<file path="config.mk">
export PLATFORM = sky130hd
export DESIGN_NAME = fetch_unit_flat
export DESIGN_NICKNAME = d
export VERILOG_FILES = /design/src/rtl/fetch_unit_if.sv /design/src/rtl/fetch_unit.sv /design/src/flat_wrapper.sv
export SDC_FILE = /design/constraint.sdc
export NUM_CORES = 1
export LEC_CHECK = 0
export BUFFER_PORTS_ARGS = -buffer_cell sky130_fd_sc_hd__buf_2
export CAP_MARGIN = 20
export CELL_PAD_IN_SITES_DETAIL_PLACEMENT = 0
export CELL_PAD_IN_SITES_GLOBAL_PLACEMENT = 2
export CORE_UTILIZATION = 32
export DETAILED_ROUTE_END_ITERATION = 7
export MAX_ROUTING_LAYER = met4
export PLACE_DENSITY = 0.77
export RECOVER_POWER = 50
export SLEW_MARGIN = 20
export SYNTH_ARGS = -nofsm -noshare
export SYNTH_HDL_FRONTEND = slang
export SYNTH_SLANG_ARGS = --single-unit
</file>
<file path="constraint.sdc">
create_clock -name clk -period 3.32 [get_ports clk]
set_input_delay 0.996 -clock clk [delete_from_list [all_inputs] [get_ports clk]]
set_output_delay 0.996 -clock clk [all_outputs]
set_load 0.05 [all_outputs]
</file>
<file path="src/rtl/fetch_unit_if.sv">
// Fetch-stage bus: instruction-memory address/data, decode stall/redirect controls and the IF/ID register.
// The master modport belongs to fetch_unit, the slave modport to whatever sits around it.
interface fetch_unit_if #(
    parameter int unsigned WORD = 32
);
    logic [WORD-1:0] pc;
    logic [WORD-1:0] instruction;
    logic            stall;
    logic            redirect;
    logic [WORD-1:0] redirect_pc;
    logic [WORD-1:0] id_instr;
    logic [WORD-1:0] id_pc;
    logic [WORD-1:0] id_npc;
    logic            id_valid;

    modport master (
        output pc,
        input  instruction,
        input  stall,
        input  redirect,
        input  redirect_pc,
        output id_instr,
        output id_pc,
        output id_npc,
        output id_valid
    );

    modport slave (
        input  pc,
        output instruction,
        output stall,
        output redirect,
        output redirect_pc,
        input  id_instr,
        input  id_pc,
        input  id_npc,
        input  id_valid
    );
endinterface

</file>
<file path="src/rtl/fetch_unit.sv">
// Instruction fetch: PC owner, IF/ID register, one-entry stall hold buffer, redirect squash.
// Optional performance counters are built when FETCH_PERF_EN is defined.
module fetch_unit #(
    parameter int unsigned     WORD     = 32,
    parameter logic [WORD-1:0] RESET_PC = '0,
    parameter int unsigned     PC_STEP  = 1
) (
    input  logic               clk,
    input  logic               rst_n,
`ifdef FETCH_PERF_EN
    output logic [31:0]        perf_fetched,
    output logic [31:0]        perf_stall,
`endif
    fetch_unit_if.master       bus
);

    localparam logic [WORD-1:0] STEP = WORD'(PC_STEP);

    typedef enum logic [1:0] {
        ST_FILL = 2'd0,
        ST_RUN  = 2'd1,
        ST_HOLD = 2'd2
    } state_e;

    state_e          state_q;
    logic [WORD-1:0] pc_q;
    logic [WORD-1:0] inflight_pc_q;
    logic [WORD-1:0] hold_instr_q;
    logic [WORD-1:0] hold_pc_q;
    logic [WORD-1:0] id_instr_q;
    logic [WORD-1:0] id_pc_q;
    logic [WORD-1:0] id_npc_q;
    logic            id_valid_q;

    logic [WORD-1:0] pc_inc_s;
    logic [WORD-1:0] inflight_inc_s;
    logic [WORD-1:0] hold_inc_s;

    assign pc_inc_s       = pc_q + STEP;
    assign inflight_inc_s = inflight_pc_q + STEP;
    assign hold_inc_s     = hold_pc_q + STEP;

    assign bus.pc       = pc_q;
    assign bus.id_instr = id_instr_q;
    assign bus.id_pc    = id_pc_q;
    assign bus.id_npc   = id_npc_q;
    assign bus.id_valid = id_valid_q;

    // Fetch FSM with PC, in-flight tag, hold buffer and IF/ID register; redirect beats stall beats advance.
    always_ff @(posedge clk or negedge rst_n) begin
        if (!rst_n) begin
            state_q       <= ST_FILL;
            pc_q          <= RESET_PC;
            inflight_pc_q <= '0;
            hold_instr_q  <= '0;
            hold_pc_q     <= '0;
            id_instr_q    <= '0;
            id_pc_q       <= '0;
            id_npc_q      <= '0;
            id_valid_q    <= 1'b0;
        end else if (bus.redirect) begin
            // Data for the old pc_q arrives next cycle while in FILL, where it is never captured.
            pc_q         <= bus.redirect_pc;
            id_valid_q   <= 1'b0;
            hold_instr_q <= '0;
            hold_pc_q    <= '0;
            state_q      <= ST_FILL;
        end else begin
            case (state_q)
                ST_FILL: begin
                    if (!bus.stall) begin
                        id_valid_q    <= 1'b0;
                        inflight_pc_q <= pc_q;
                        pc_q          <= pc_inc_s;
                        state_q       <= ST_RUN;
                    end else begin
                        state_q <= ST_FILL;
                    end
                end
                ST_RUN: begin
                    if (!bus.stall) begin
                        id_instr_q    <= bus.instruction;
                        id_pc_q       <= inflight_pc_q;
                        id_npc_q      <= inflight_inc_s;
                        id_valid_q    <= 1'b1;
                        inflight_pc_q <= pc_q;
                        pc_q          <= pc_inc_s;
                    end else begin
                        hold_instr_q <= bus.instruction;
                        hold_pc_q    <= inflight_pc_q;
                        state_q      <= ST_HOLD;
                    end
                end
                ST_HOLD: begin
                    if (!bus.stall) begin
                        id_instr_q    <= hold_instr_q;
                        id_pc_q       <= hold_pc_q;
                        id_npc_q      <= hold_inc_s;
                        id_valid_q    <= 1'b1;
                        inflight_pc_q <= pc_q;
                        pc_q          <= pc_inc_s;
                        state_q       <= ST_RUN;
                    end else begin
                        state_q <= ST_HOLD;
                    end
                end
                default: begin
                    id_valid_q <= 1'b0;
                    state_q    <= ST_FILL;
                end
            endcase
        end
    end

`ifdef FETCH_PERF_EN
    logic [31:0] perf_fetched_q;
    logic [31:0] perf_stall_q;
    logic        load_s;
    logic        stall_cyc_s;

    assign load_s      = !bus.redirect && !bus.stall && ((state_q == ST_RUN) || (state_q == ST_HOLD));
    assign stall_cyc_s = bus.stall && !bus.redirect;

    assign perf_fetched = perf_fetched_q;
    assign perf_stall   = perf_stall_q;

    // Saturating counters of valid IF/ID loads and non-redirect stall cycles.
    always_ff @(posedge clk or negedge rst_n) begin
        if (!rst_n) begin
            perf_fetched_q <= 32'd0;
            perf_stall_q   <= 32'd0;
        end else begin
            if (load_s && (perf_fetched_q != 32'hFFFF_FFFF)) begin
                perf_fetched_q <= perf_fetched_q + 32'd1;
            end else begin
                perf_fetched_q <= perf_fetched_q;
            end
            if (stall_cyc_s && (perf_stall_q != 32'hFFFF_FFFF)) begin
                perf_stall_q <= perf_stall_q + 32'd1;
            end else begin
                perf_stall_q <= perf_stall_q;
            end
        end
    end
`endif

endmodule

</file>
<file path="src/flat_wrapper.sv">
// flat-port wrapper written by rule: the top's interface ports become plain ports
module fetch_unit_flat 
#(
    parameter int unsigned     WORD     = 32,
    parameter logic [WORD-1:0] RESET_PC = '0,
    parameter int unsigned     PC_STEP  = 1
)
  (clk, rst_n, bus_pc, bus_instruction, bus_stall, bus_redirect, bus_redirect_pc, bus_id_instr, bus_id_pc, bus_id_npc, bus_id_valid);
  fetch_unit_if #(.WORD(WORD)) bus_i ();
  input  logic clk;
  input  logic rst_n;
  output wire logic [$bits(bus_i.pc)-1:0] bus_pc;
  input wire logic [$bits(bus_i.instruction)-1:0] bus_instruction;
  input wire logic [$bits(bus_i.stall)-1:0] bus_stall;
  input wire logic [$bits(bus_i.redirect)-1:0] bus_redirect;
  input wire logic [$bits(bus_i.redirect_pc)-1:0] bus_redirect_pc;
  output wire logic [$bits(bus_i.id_instr)-1:0] bus_id_instr;
  output wire logic [$bits(bus_i.id_pc)-1:0] bus_id_pc;
  output wire logic [$bits(bus_i.id_npc)-1:0] bus_id_npc;
  output wire logic [$bits(bus_i.id_valid)-1:0] bus_id_valid;
  assign bus_pc = bus_i.pc;
  assign bus_i.instruction = bus_instruction;
  assign bus_i.stall = bus_stall;
  assign bus_i.redirect = bus_redirect;
  assign bus_i.redirect_pc = bus_redirect_pc;
  assign bus_id_instr = bus_i.id_instr;
  assign bus_id_pc = bus_i.id_pc;
  assign bus_id_npc = bus_i.id_npc;
  assign bus_id_valid = bus_i.id_valid;
  fetch_unit #(.WORD(WORD), .RESET_PC(RESET_PC), .PC_STEP(PC_STEP)) u_core (.clk(clk), .rst_n(rst_n), .bus(bus_i));
endmodule
</file>
==> summary.txt <==
Most frequent cell after synthesis: dfrtp_1
Arr. time, crit path: 3.34 ns
Drt total wl: 28.5 mm
Synth area leaders: dfrtp_1 53%, mux2i_1 5.5%, a22o_1 5.4%
Power Dens Cells: 809 mW/mm^2
FMAX: 343 MHz
Vias per Instance: 4.99
Number of diodes: 0
Vias in the first global route: 7718
Worst-Margin Slew: 2.08 ns
GRT Total Usage: 17.3%
Crit Path Category: reg -> reg
Status: finished, violations left
Number of max-cap violations: 3
Final Cycle Share: 87.9%
Number of primary I/O pins: 197
Wire per inst: 17.6 um
Root buf cell: clkbuf_16
Final Hold Vio Count: 0
Fill cell count: 3214
Layout area overhead: 22.0%
Setup TNS: 0 ns
Bufs on Longest Clock Path: 3
Post-synth top area cell: dfrtp_1
Placed Cells: 1563
# nets final: 1225
Worst EP required: 3.74 ns
Fraction of layout cells with a size suffix above 1: 26.9%
Async set-reset flop share out of synthesis: 100%
CTS tree: done
Net count after synthesis: 1041
Top post-synthesis cells by count: 227 x dfrtp_1, 150 x nand2_1, 104 x o21ai_0, 66 x a22o_1, 58 x mux2i_1
Sink count of the clock tree: 227
Worst-Skew Late Latency: 0.54 ns
Largest net degree at the start of global routing: 97
Hold Buf Count CTS: 0
Post-CTS Setup Bufs: 0
Post-cts repair resize count: 0
Synth warn: 0
Setup violators final: 0
Skew final: 0.0121 ns
Core ar.: 0.0326 mm^2
Gr busiest metal: met1
Clock Pin Slew Worst Setup and Hold Paths: 0.05 ns
Shortest period the worst path allows: 2.92 ns
Syn Area/Cell: 11.0 um^2
H-tree Lvls: 1
Post-synth EDFFs: 0
Met2 GRT Util: 24.5%
Antenna-violating nets left: 0
# DRC: 0
HP Class: reg -> reg
Combined area of the multi-input logic cells: 0.00463 mm^2
Reg area: 0.00568 mm^2
Worst relative slew slack: -38.7%
Worst vdd ir: 473 uV
Met1 GRT Util: 25.9%
GP Congestion: 0.787
Buffers on Ports: 196
Total number of vias: 8048
RSZ-0062 raised after global routing: false
Final cell utilization of the core: 39.8%
Failing checks: capacitance limit, slew limit
Worst setup SP type: register
Core Rows: 66
DP HPWL: 19.9 mm
Top_reg_cell synth: dfrtp_1
Register area share after synthesis: 53.4%
Post-Synthesis Cells: 967
Slew Limit Fails: 196
TritonCTS Buffers: 28
Global-route wire length before repair: 45.2 mm
Overall Power: 10.5 mW
1st-iter DRT viols: 446
Final std cells w/o fill: 1614
Yosys top cell area share: 53.4%
Grt met3 use: 2.27%
Overflow after GRT: 0
Die height: 184 um
Leak: 5.98 nW
Die ar.: 0.0340 mm^2
Type of element capturing the critical path: register
Initial core utilization: 32.6%
Synth cell types: 64
Initial antenna violation count: 0
Maximum fanout along the worst path: 46
Synthesized flop and latch total: 227
Drt pass-1 iters: 7
Die width: 184 um
Post-Syn Area: 0.0106 mm^2
## cell usage in the layout (no fill, tap or decap), types with 7 or more instances in the layout
master and count:
a21oi_1 7, a22o_1 66, a22oi_1 9, and2_1 7
and3_1 7, buf_2 195, buf_4 10, clkbuf_1 12
clkbuf_16 29, clkbuf_8 8, dfrtp_1 227, mux2_2 41
mux2i_1 58, nand2_1 150, nand3_1 35, nand3b_1 14
nand4_1 18, nor2_1 13, nor3_1 11, o21ai_0 104
xnor2_1 12, xor2_1 37
## area by class of cell
type	instances	area share, %
Clock inverter	6	0.655
Inverter	3	0.0867
Clock buffer	45	6.67
Sequential cell	227	43.7
Tap cell	442	4.26
Multi-Input combinational cell	673	35.7
Timing Repair Buffer	218	8.94
## logic make-up (layout without fill, tap and decap cells)
family | after synthesis | after routing | share of synthesized area (%)
AO/OA/AOI/OAI | 224 | 224 | 14.4
XOR/XNOR | 49 | 49 | 4.03
adder cells (fa/ha/maj) | 6 | 6 | 0.705
buffers and inverters | 67 | 272 | 3.34
flip-flops | 227 | 227 | 53.4
multiplexers | 99 | 99 | 9.79
AND/OR/NAND/NOR | 295 | 295 | 14.4
## path summary, 6_finish.rpt
path                                       from                      end  slack [ns]  cells past startpoint
max                           u_core.state_q[0]    u_core.bus.id_npc[18]        0.40                      8
min                        u_core.bus.id_pc[30]     u_core.bus.id_pc[30]        0.47                      1
max reg2reg                   u_core.state_q[0]    u_core.bus.id_npc[18]        0.40                      8
min reg2reg                u_core.bus.id_pc[30]     u_core.bus.id_pc[30]        0.47                      1
max in group asynchronous                 rst_n        u_core.bus.pc[15]        0.68                      2
min in group asynchronous                 rst_n  u_core.hold_instr_q[23]        0.92                      1
## report_power, final
group          total [mW]  leakage [nW]  internal [mW]  switching, mW
combinational        3.54          2.61          0.850           2.69
clock                3.09         0.461           1.92           1.16
sequential           3.87          2.92           3.38          0.494
total                10.5          5.98           6.15           4.35
## layer usage
layer | vias to the layer above | part of all wire (%)
li1 | 3891 | -
met5 | - | 0
met2 | 243 | 43
met1 | 3874 | 50
met3 | 40 | 4.9
met4 | 0 | 2.1
## flip-flops by register name, indices dropped and copies added (netlist names)
| name | count |
|---|---|
| u_core.bus.pc | 32 |
| u_core.bus.id_pc | 32 |
| u_core.inflight_pc_q | 32 |
| u_core.hold_instr_q | 32 |
| u_core.bus.id_instr | 32 |
| u_core.bus.id_valid | 1 |
| u_core.hold_pc_q | 32 |
| u_core.bus.id_npc | 32 |
| u_core.state_q | 2 |
## critical path, cell delays in order, from the launching register on
cell,delay [ns]
dfrtp_1,0.44
inv_1,0.15
ha_4,0.48
mux2_2,0.27
ha_1,0.19
o21ai_2,0.13
or3_1,0.42
or2_0,0.37
a221o_1,0.33
## metrics by stage
stage          worst slack [ns]  instance area [um^2]  hold WS [ns]
5_1_grt                   0.165                 13000         0.496
2_1_floorplan             0.208                 10600         0.467
4_1_cts                   0.367                 13100         0.425
6_report                  0.401                 13000         0.468
3_5_place_dp              0.380                 12100         0.463
3_3_place_gp              0.428                 12100         0.456
Note: power is estimated with default switching activity, not from simulation.
